`src/rtl/imem_fetch_ctrl.sv`:
```
// ---------------------------------------------------------------------------
// imem_fetch_ctrl
//
// Instruction-fetch controller for a core with two 4 kB instruction ROMs:
// the main program ROM and a separate interrupt-service ROM. It keeps the
// fetch pc, drives the combinational ROM read, and registers each fetched
// word into a one-entry if_* slot that decode consumes with if_ready.
// The pc steps by 2 for compressed (16-bit) words and by 4 for full words.
//
// Branch redirects flush the slot. A level interrupt in main mode saves the
// pc to epc and switches fetch to address 0 of the ISR ROM. A return pulse
// restores epc. Interrupts do not nest.
//
// Ports
//   clk            clock, rising edge
//   rst            synchronous active-high reset
//   redirect_valid branch/jump redirect request from execute
//   redirect_pc    redirect target (bit 0 forced to 0)
//   irq_req        level interrupt request
//   isr_ret        return-from-ISR pulse
//   if_ready       decode accepts the if_* word this cycle
//   imem_inst      instruction read data for imem_addr / imem_sel_isr
//   imem_addr      byte address into the selected ROM (the pc register)
//   imem_sel_isr   1 selects the ISR ROM
//   if_valid       if_* slot holds an instruction
//   if_inst        registered instruction word
//   if_pc          byte address of if_inst
//   if_is_isr      if_inst came from the ISR ROM
//   if_compressed  if_inst is a 16-bit encoding
//   irq_ack        one-cycle pulse in the ISR-entry cycle
// ---------------------------------------------------------------------------
module imem_fetch_ctrl #(
    parameter int PC_ADDR_BITS = 12
) (
    input  logic                    clk,
    input  logic                    rst,
    input  logic                    redirect_valid,
    input  logic [PC_ADDR_BITS-1:0] redirect_pc,
    input  logic                    irq_req,
    input  logic                    isr_ret,
    input  logic                    if_ready,
    input  logic [31:0]             imem_inst,
    output logic [PC_ADDR_BITS-1:0] imem_addr,
    output logic                    imem_sel_isr,
    output logic                    if_valid,
    output logic [31:0]             if_inst,
    output logic [PC_ADDR_BITS-1:0] if_pc,
    output logic                    if_is_isr,
    output logic                    if_compressed,
    output logic                    irq_ack
);

    typedef enum logic {
        RUN_MAIN = 1'b0,
        RUN_ISR  = 1'b1
    } state_t;

    state_t                  state;
    state_t                  state_nxt;
    logic [PC_ADDR_BITS-1:0] pc;
    logic [PC_ADDR_BITS-1:0] epc;
    logic [PC_ADDR_BITS-1:0] redirect_tgt;
    logic [PC_ADDR_BITS-1:0] pc_step;
    logic [PC_ADDR_BITS-1:0] pc_seq;
    logic                    advance;
    logic                    take_redirect;
    logic                    take_ret;
    logic                    take_irq;
    logic                    take_fetch;

    // Any encoding whose two low bits are not 2'b11 is a 16-bit instruction.
    function automatic logic is_compressed(input logic [31:0] word);
        return word[1:0] != 2'b11;
    endfunction

    // Redirect targets are halfword aligned; the low bit is dropped here.
    function automatic logic [PC_ADDR_BITS-1:0] align_half(input logic [PC_ADDR_BITS-1:0] addr);
        return addr & ~PC_ADDR_BITS'(1);
    endfunction

    // ---- event decode: one winner per cycle, highest priority first ----
    always_comb begin
        advance       = !if_valid || if_ready;
        take_redirect = redirect_valid;
        // isr_ret outside the ISR carries no meaning and is dropped.
        take_ret      = !take_redirect && isr_ret && (state == RUN_ISR);
        // Entry needs advance so the word sitting in the slot is not lost.
        take_irq      = !take_redirect && !take_ret && (state == RUN_MAIN)
                        && irq_req && advance;
        take_fetch    = !take_redirect && !take_ret && !take_irq && advance;
        redirect_tgt  = align_half(redirect_pc);
        pc_step       = is_compressed(imem_inst) ? PC_ADDR_BITS'(2) : PC_ADDR_BITS'(4);
        // Natural width truncation gives the wrap from the ROM top to 0.
        pc_seq        = pc + pc_step;
    end

    // ---- FSM state register ----
    always_ff @(posedge clk) begin
        if (rst) begin
            state <= RUN_MAIN;
        end else begin
            state <= state_nxt;
        end
    end

    // ---- FSM next state ----
    always_comb begin
        state_nxt = state;
        if (take_ret) begin
            state_nxt = RUN_MAIN;
        end else if (take_irq) begin
            state_nxt = RUN_ISR;
        end
    end

    // ---- FSM outputs ----
    // Both are forced low while reset is asserted, even before the first edge.
    always_comb begin
        irq_ack      = take_irq && !rst;
        imem_sel_isr = (state == RUN_ISR) && !rst;
    end

    // ---- pc, epc and if_* slot ----
    // A flush only clears if_valid; the data fields keep their last values.
    always_ff @(posedge clk) begin
        if (rst) begin
            pc        <= '0;
            epc       <= '0;
            if_valid  <= 1'b0;
            if_inst   <= '0;
            if_pc     <= '0;
            if_is_isr <= 1'b0;
        end else if (take_redirect) begin
            pc       <= redirect_tgt;
            if_valid <= 1'b0;
        end else if (take_ret) begin
            pc       <= epc;
            if_valid <= 1'b0;
        end else if (take_irq) begin
            epc      <= pc;
            pc       <= '0;
            if_valid <= 1'b0;
        end else if (take_fetch) begin
            if_inst   <= imem_inst;
            if_pc     <= pc;
            if_is_isr <= imem_sel_isr;
            if_valid  <= 1'b1;
            pc        <= pc_seq;
        end
    end

    assign imem_addr     = pc;
    assign if_compressed = is_compressed(if_inst);

endmodule
```
`config.mk`:
```
export PLATFORM = sky130hd
export DESIGN_NAME = imem_fetch_ctrl
export DESIGN_NICKNAME = d
export VERILOG_FILES = /design/src/rtl/imem_fetch_ctrl.sv
export SDC_FILE = /design/constraint.sdc
export NUM_CORES = 1
export LEC_CHECK = 0
export CORE_ASPECT_RATIO = 0.8
export CORE_UTILIZATION = 45
export CTS_CLUSTER_DIAMETER = 30
export DETAILED_ROUTE_END_ITERATION = 8
export PLACE_DENSITY = 0.86
export SLEW_MARGIN = 10
export SYNTH_ARGS = -nofsm -noshare
export SYNTH_HDL_FRONTEND = slang
export SYNTH_SLANG_ARGS = --single-unit
```
`constraint.sdc`:
```
create_clock -name clk -period 2.4 [get_ports clk]
set_input_delay 0.48 -clock clk [delete_from_list [all_inputs] [get_ports clk]]
set_output_delay 0.48 -clock clk [all_outputs]
set_load 0.03 [all_outputs]
```
==> PnR_summary.wiki <==
{| class="wikitable"
! Metric !! Value
|-
| Outcome || completed
|-
| First DRT Iteration DRCs || 262
|-
| Total global-route track usage || 25.4%
|-
| Fraction of the yosys area taken by sequential cells || a little under half
|-
| Via-to-Cell Ratio || around 5.6
|-
| Startpoint of the worst register-to-register path || imem_addr[1]$_SDFFE_PP0P_
|-
| Length in cells of the worst reg-to-reg path || 8
|-
| Clock network power share || 38.5%
|-
| Hold-critical path endpoint || if_inst[23]$_SDFFE_PP0P_
|-
| Max-capacitance violation count || 0
|-
| Count of placed standard cells including taps || between 500 and 600
|-
| Maximum number of pins on one net before global-route repair || 43
|-
| Vertical die dimension || between 70 and 80 um
|-
| Smallest setup slack after layout || between 0.1 and 0.15 ns
|-
| Classification of the worst setup path || in2reg
|-
| Count of different cell masters after synthesis || 56
|-
| Share of flip-flops with an asynchronous set or reset after synthesis || 0%
|-
| Leakage component of the power || 1.67 nW
|-
| Fin cells || roughly 580
|-
| Arrival time reported for the critical path endpoint || between 2 and 3 ns
|-
| Max Slew Vio Count || 0
|-
| Clock network latency to the later pin of the worst-skew pair || 0.35 ns
|-
| RSZ-0062 raised after global routing || no
|-
| Most used flip-flop cell after synthesis || sky130_fd_sc_hd__dfxtp_1
|-
| Top fanout value on the critical path || 5
|-
| Antenna fix cells || 0
|-
| Critical path endpoint category || register
|-
| Via count || between 3000 and 4000
|-
| Share of the clock period used by the worst path || around 95%
|-
| Final min period || 2.28 ns
|-
| Design Power || approximately 3 mW
|-
| Floorplan row count || 26
|-
| Peak Freq || 0.438 GHz
|-
| TritonCTS buffer count || 9
|-
| Count of cells along the worst hold path || 2
|-
| Total net switching power || about 810 uW
|-
| Actual transition at the worst max-transition pin || approximately 0.55 ns
|-
| CTS sink cnt || slightly above 70
|-
| Total standard cell area after synthesis || slightly above 0.003 sq mm
|-
| Number of search-and-repair iterations in the first detailed-routing pass || 5
|-
| Number of antenna violations at the first check in global routing || 0
|-
| Synthesis warning total || 0
|-
| Worst Hold Class || reg2reg
|-
| TritonCTS clock tree || yes
|-
| Synth Net Count || roughly 430
|-
| Drt total wl || just under 9 mm
|-
| Count of state elements after synthesis || a little over 70
|-
| Residual overflow from global routing || 0
|-
| Fraction of layout instances using a drive strength above 1 || between 10% and 20%
|-
| Maximum resistive drop on vdd || 0.470 mV
|-
| Pre-CTS setup slack || -0.272 ns
|-
| Number of instances in the synthesized netlist || around 370
|-
| Wire length of the first global-routing pass || between 10 and 15 mm
|-
| Reg power frac || 42.4%
|-
| Net count, final || ~540
|-
| Number of fillers in the final layout || roughly 530
|-
| Final routed DRC violation total || 0
|-
| Area overhead of the layout relative to synthesis || 47.1%
|-
| Layout Skew || roughly 0.0064 ns
|-
| Number of nets with antenna violations after routing || 0
|-
| I/O Buffers || approximately 110
|-
| Die Footprint || 0.00722 sq mm
|-
| Number of global-route vias before repair || 3000
|-
| Net Sw Frac || 26.8%
|-
| Required time of the critical path || about 2.6 ns
|-
| Average cell area after synthesis || about 8.3 sq um
|-
| Post-route core utilization || between 60% and 70%
|-
| Core Footprint || between 0.006 and 0.007 sq mm
|-
| IO Count || 111
|-
| Post-CTS repair timing setup buffer count || 0
|-
| Relative contribution of combinational cells to total power || 19.1%
|-
| Total internal power || roughly 2.2 mW
|-
| Maximum number of buffers from clock root to sink || 2
|-
| Die span in x || around 95 um
|-
| Hold path startpoint || if_inst[23]$_SDFFE_PP0P_
|-
| Critical R2R Capture || imem_addr[7]$_SDFFE_PP0P_
|-
| Clock input transition at the sequential cells of the worst setup and hold paths || about 0.070 ns
|-
| Cell at the root of the clock tree || sky130_fd_sc_hd__clkbuf_8
|-
| Routability congestion estimate from global placement || 0.884
|-
| Dpl hpwl || between 6 and 7 mm
|-
| PwrDens || about 670 mW/mm^2
|-
| Initial standard-cell utilization of the core || ~48%
|-
| Depth of the CTS H-tree || 3
|-
| Average routed wire per standard cell || approximately 16 um
|-
| Register-to-Register Setup Slack || 0.36 ns
|-
| Headroom to the max-slew limit || ~63%
|-
| Startpoint kind of the worst setup timing path || input port
|-
| Total setup violations reported at the end of the flow || 0
|-
| Number of flops mapped to enable cells by yosys || 0
|-
| Final number of hold-violating endpoints || 0
|}
cell usage in the layout, fill, tap and decap left out, types with 2 or more instances in the layout:
| cell | Yosys | final |
|---|---|---|
| sky130_fd_sc_hd__o221a_2 | 2 | 2 |
| sky130_fd_sc_hd__nor2b_1 | 5 | 5 |
| sky130_fd_sc_hd__a21oi_1 | 51 | 51 |
| sky130_fd_sc_hd__a221oi_1 | 2 | 2 |
| sky130_fd_sc_hd__nor2_1 | 15 | 15 |
| sky130_fd_sc_hd__a22oi_1 | 2 | 2 |
| sky130_fd_sc_hd__nand2b_1 | 3 | 3 |
| sky130_fd_sc_hd__buf_4 | 5 | 22 |
| sky130_fd_sc_hd__o311a_1 | 2 | 2 |
| sky130_fd_sc_hd__bufinv_16 | 0 | 3 |
| sky130_fd_sc_hd__a31oi_1 | 4 | 4 |
| sky130_fd_sc_hd__inv_1 | 6 | 6 |
| sky130_fd_sc_hd__mux2i_1 | 12 | 12 |
| sky130_fd_sc_hd__ha_1 | 2 | 2 |
| sky130_fd_sc_hd__dfxtp_1 | 71 | 71 |
| sky130_fd_sc_hd__nor3_1 | 4 | 4 |
| sky130_fd_sc_hd__o21a_1 | 4 | 4 |
| sky130_fd_sc_hd__nand3_1 | 5 | 5 |
| sky130_fd_sc_hd__and3_1 | 2 | 2 |
| sky130_fd_sc_hd__and4_1 | 2 | 2 |
| sky130_fd_sc_hd__a31o_2 | 2 | 2 |
| sky130_fd_sc_hd__nand2_1 | 108 | 107 |
| sky130_fd_sc_hd__o211ai_1 | 2 | 2 |
| sky130_fd_sc_hd__and2_1 | 3 | 3 |
| sky130_fd_sc_hd__clkdlybuf4s50_1 | 0 | 107 |
| sky130_fd_sc_hd__nor4_1 | 2 | 2 |
| sky130_fd_sc_hd__xor2_1 | 2 | 2 |
| sky130_fd_sc_hd__nand4_1 | 5 | 5 |
| sky130_fd_sc_hd__clkbuf_8 | 0 | 10 |
| sky130_fd_sc_hd__o21ai_0 | 2 | 2 |
worst max-delay path, cell delays in order:
cell and delay [ns]:
sky130_fd_sc_hd__clkdlybuf4s50_1 0.45, sky130_fd_sc_hd__nand2_2 0.13, sky130_fd_sc_hd__ha_1 0.17, sky130_fd_sc_hd__inv_1 0.05
sky130_fd_sc_hd__fa_1 0.39, sky130_fd_sc_hd__nor2b_1 0.14, sky130_fd_sc_hd__buf_4 0.15, sky130_fd_sc_hd__nand4_1 0.12
sky130_fd_sc_hd__o21a_1 0.21, sky130_fd_sc_hd__o221a_2 0.23
cell usage after synthesis (all sizes together), types with 3 or more instances:
cell type	number	area, sq um
nor2b	5	31.3
clkbuf	10	38.8
dfxtp	71	1420
nand3	5	25.0
and2	3	18.8
a21oi	52	264
nor2	15	56.3
nand2b	3	18.8
nor3	5	36.3
nor4	3	33.8
o21a	4	30.0
o221a	3	33.8
nand2	108	405
nand4	6	43.8
mux2i	12	120
inv	7	26.3
buf	19	118
a31oi	4	25.0
o21ai	3	26.3
layer usage:
| layer | up-vias | wire, um | track usage [%] |
|---|---|---|---|
| met5 | - | 0 | 0 |
| met4 | 0 | 317 | 12.4 |
| met3 | 41 | 1000 | 9.18 |
| met2 | 179 | 4060 | 38.5 |
| met1 | 1492 | 3540 | 31.7 |
| li1 | 1514 | - | - |
kinds of logic after synthesis:
logic type / count (synthesis) / share of synthesized area, %
AND/OR/NAND/NOR: 159 / 23.1
AO/OA/AOI/OAI: 90 / 19.2
flip-flops: 71 / 45.9
buffers and inverters: 36 / 5.90
multiplexers: 12 / 3.88
adder cells (fa/ha/maj): 3 / 1.46
XOR/XNOR: 2 / 0.566
how the worst max path moves through the flow:
stage | slack [ns] | from | endpoint | depth (start not counted)
3_5_place_dp | -0.27 | imem_inst[1] | imem_addr[7]$_SDFFE_PP0P_ | 10
4_1_cts | 0.10 | imem_inst[1] | imem_addr[7]$_SDFFE_PP0P_ | 10
5_1_grt | 0.03 | imem_inst[1] | imem_addr[7]$_SDFFE_PP0P_ | 10
6_report | 0.12 | imem_inst[1] | imem_addr[7]$_SDFFE_PP0P_ | 10
2_1_floorplan | 0.06 | rst | irq_ack | 3
3_3_place_gp | -0.18 | imem_inst[1] | imem_addr[7]$_SDFFE_PP0P_ | 10
flip-flops by register name (all words and copies together) (netlist names):
| register | count |
|---|---|
| epc | 12 |
| if_inst | 32 |
| if_is_isr | 1 |
| if_pc | 12 |
| if_valid | 1 |
| imem_addr | 12 |
| state | 1 |
power by group through the flow:
stage,registers (mW),logic [mW],clock network [mW]
6_report,1.29,0.578,1.17
5_1_grt,1.29,0.616,1.24
4_1_cts,1.28,0.575,1.19
3_5_place_dp,1.31,0.571,0
3_3_place_gp,1.31,0.559,0
2_1_floorplan,1.40,0.219,0
what timing repair did:
action	in CTS	in global routing
endpoints found under the setup margin	0	1
resized for setup	0	1
hold buffers	0	0
stage by stage:
stage                     TNS, ns  hold slack [ns]  instance area (sq um)
after floorplan                 0            0.452                   3100
after detailed placement    -1.04            0.447                   4310
final                           0            0.455                   4550
after global routing            0            0.470                   4550
after CTS                       0            0.456                   4550
after global placement     -0.619            0.441                   4310
final cells by class:
type / instances / area, sq um / area share [%]
Clock buffer: 11 / 141 / 3.11
Clock inverter: 5 / 104 / 2.28
Inverter: 7 / 26.3 / 0.577
Multi-Input combinational cell: 266 / 1490 / 32.8
Sequential cell: 71 / 1420 / 31.2
Tap cell: 84 / 105 / 2.31
Timing Repair Buffer: 131 / 1260 / 27.7
No activity file was read; power rests on OpenSTA's default activity.
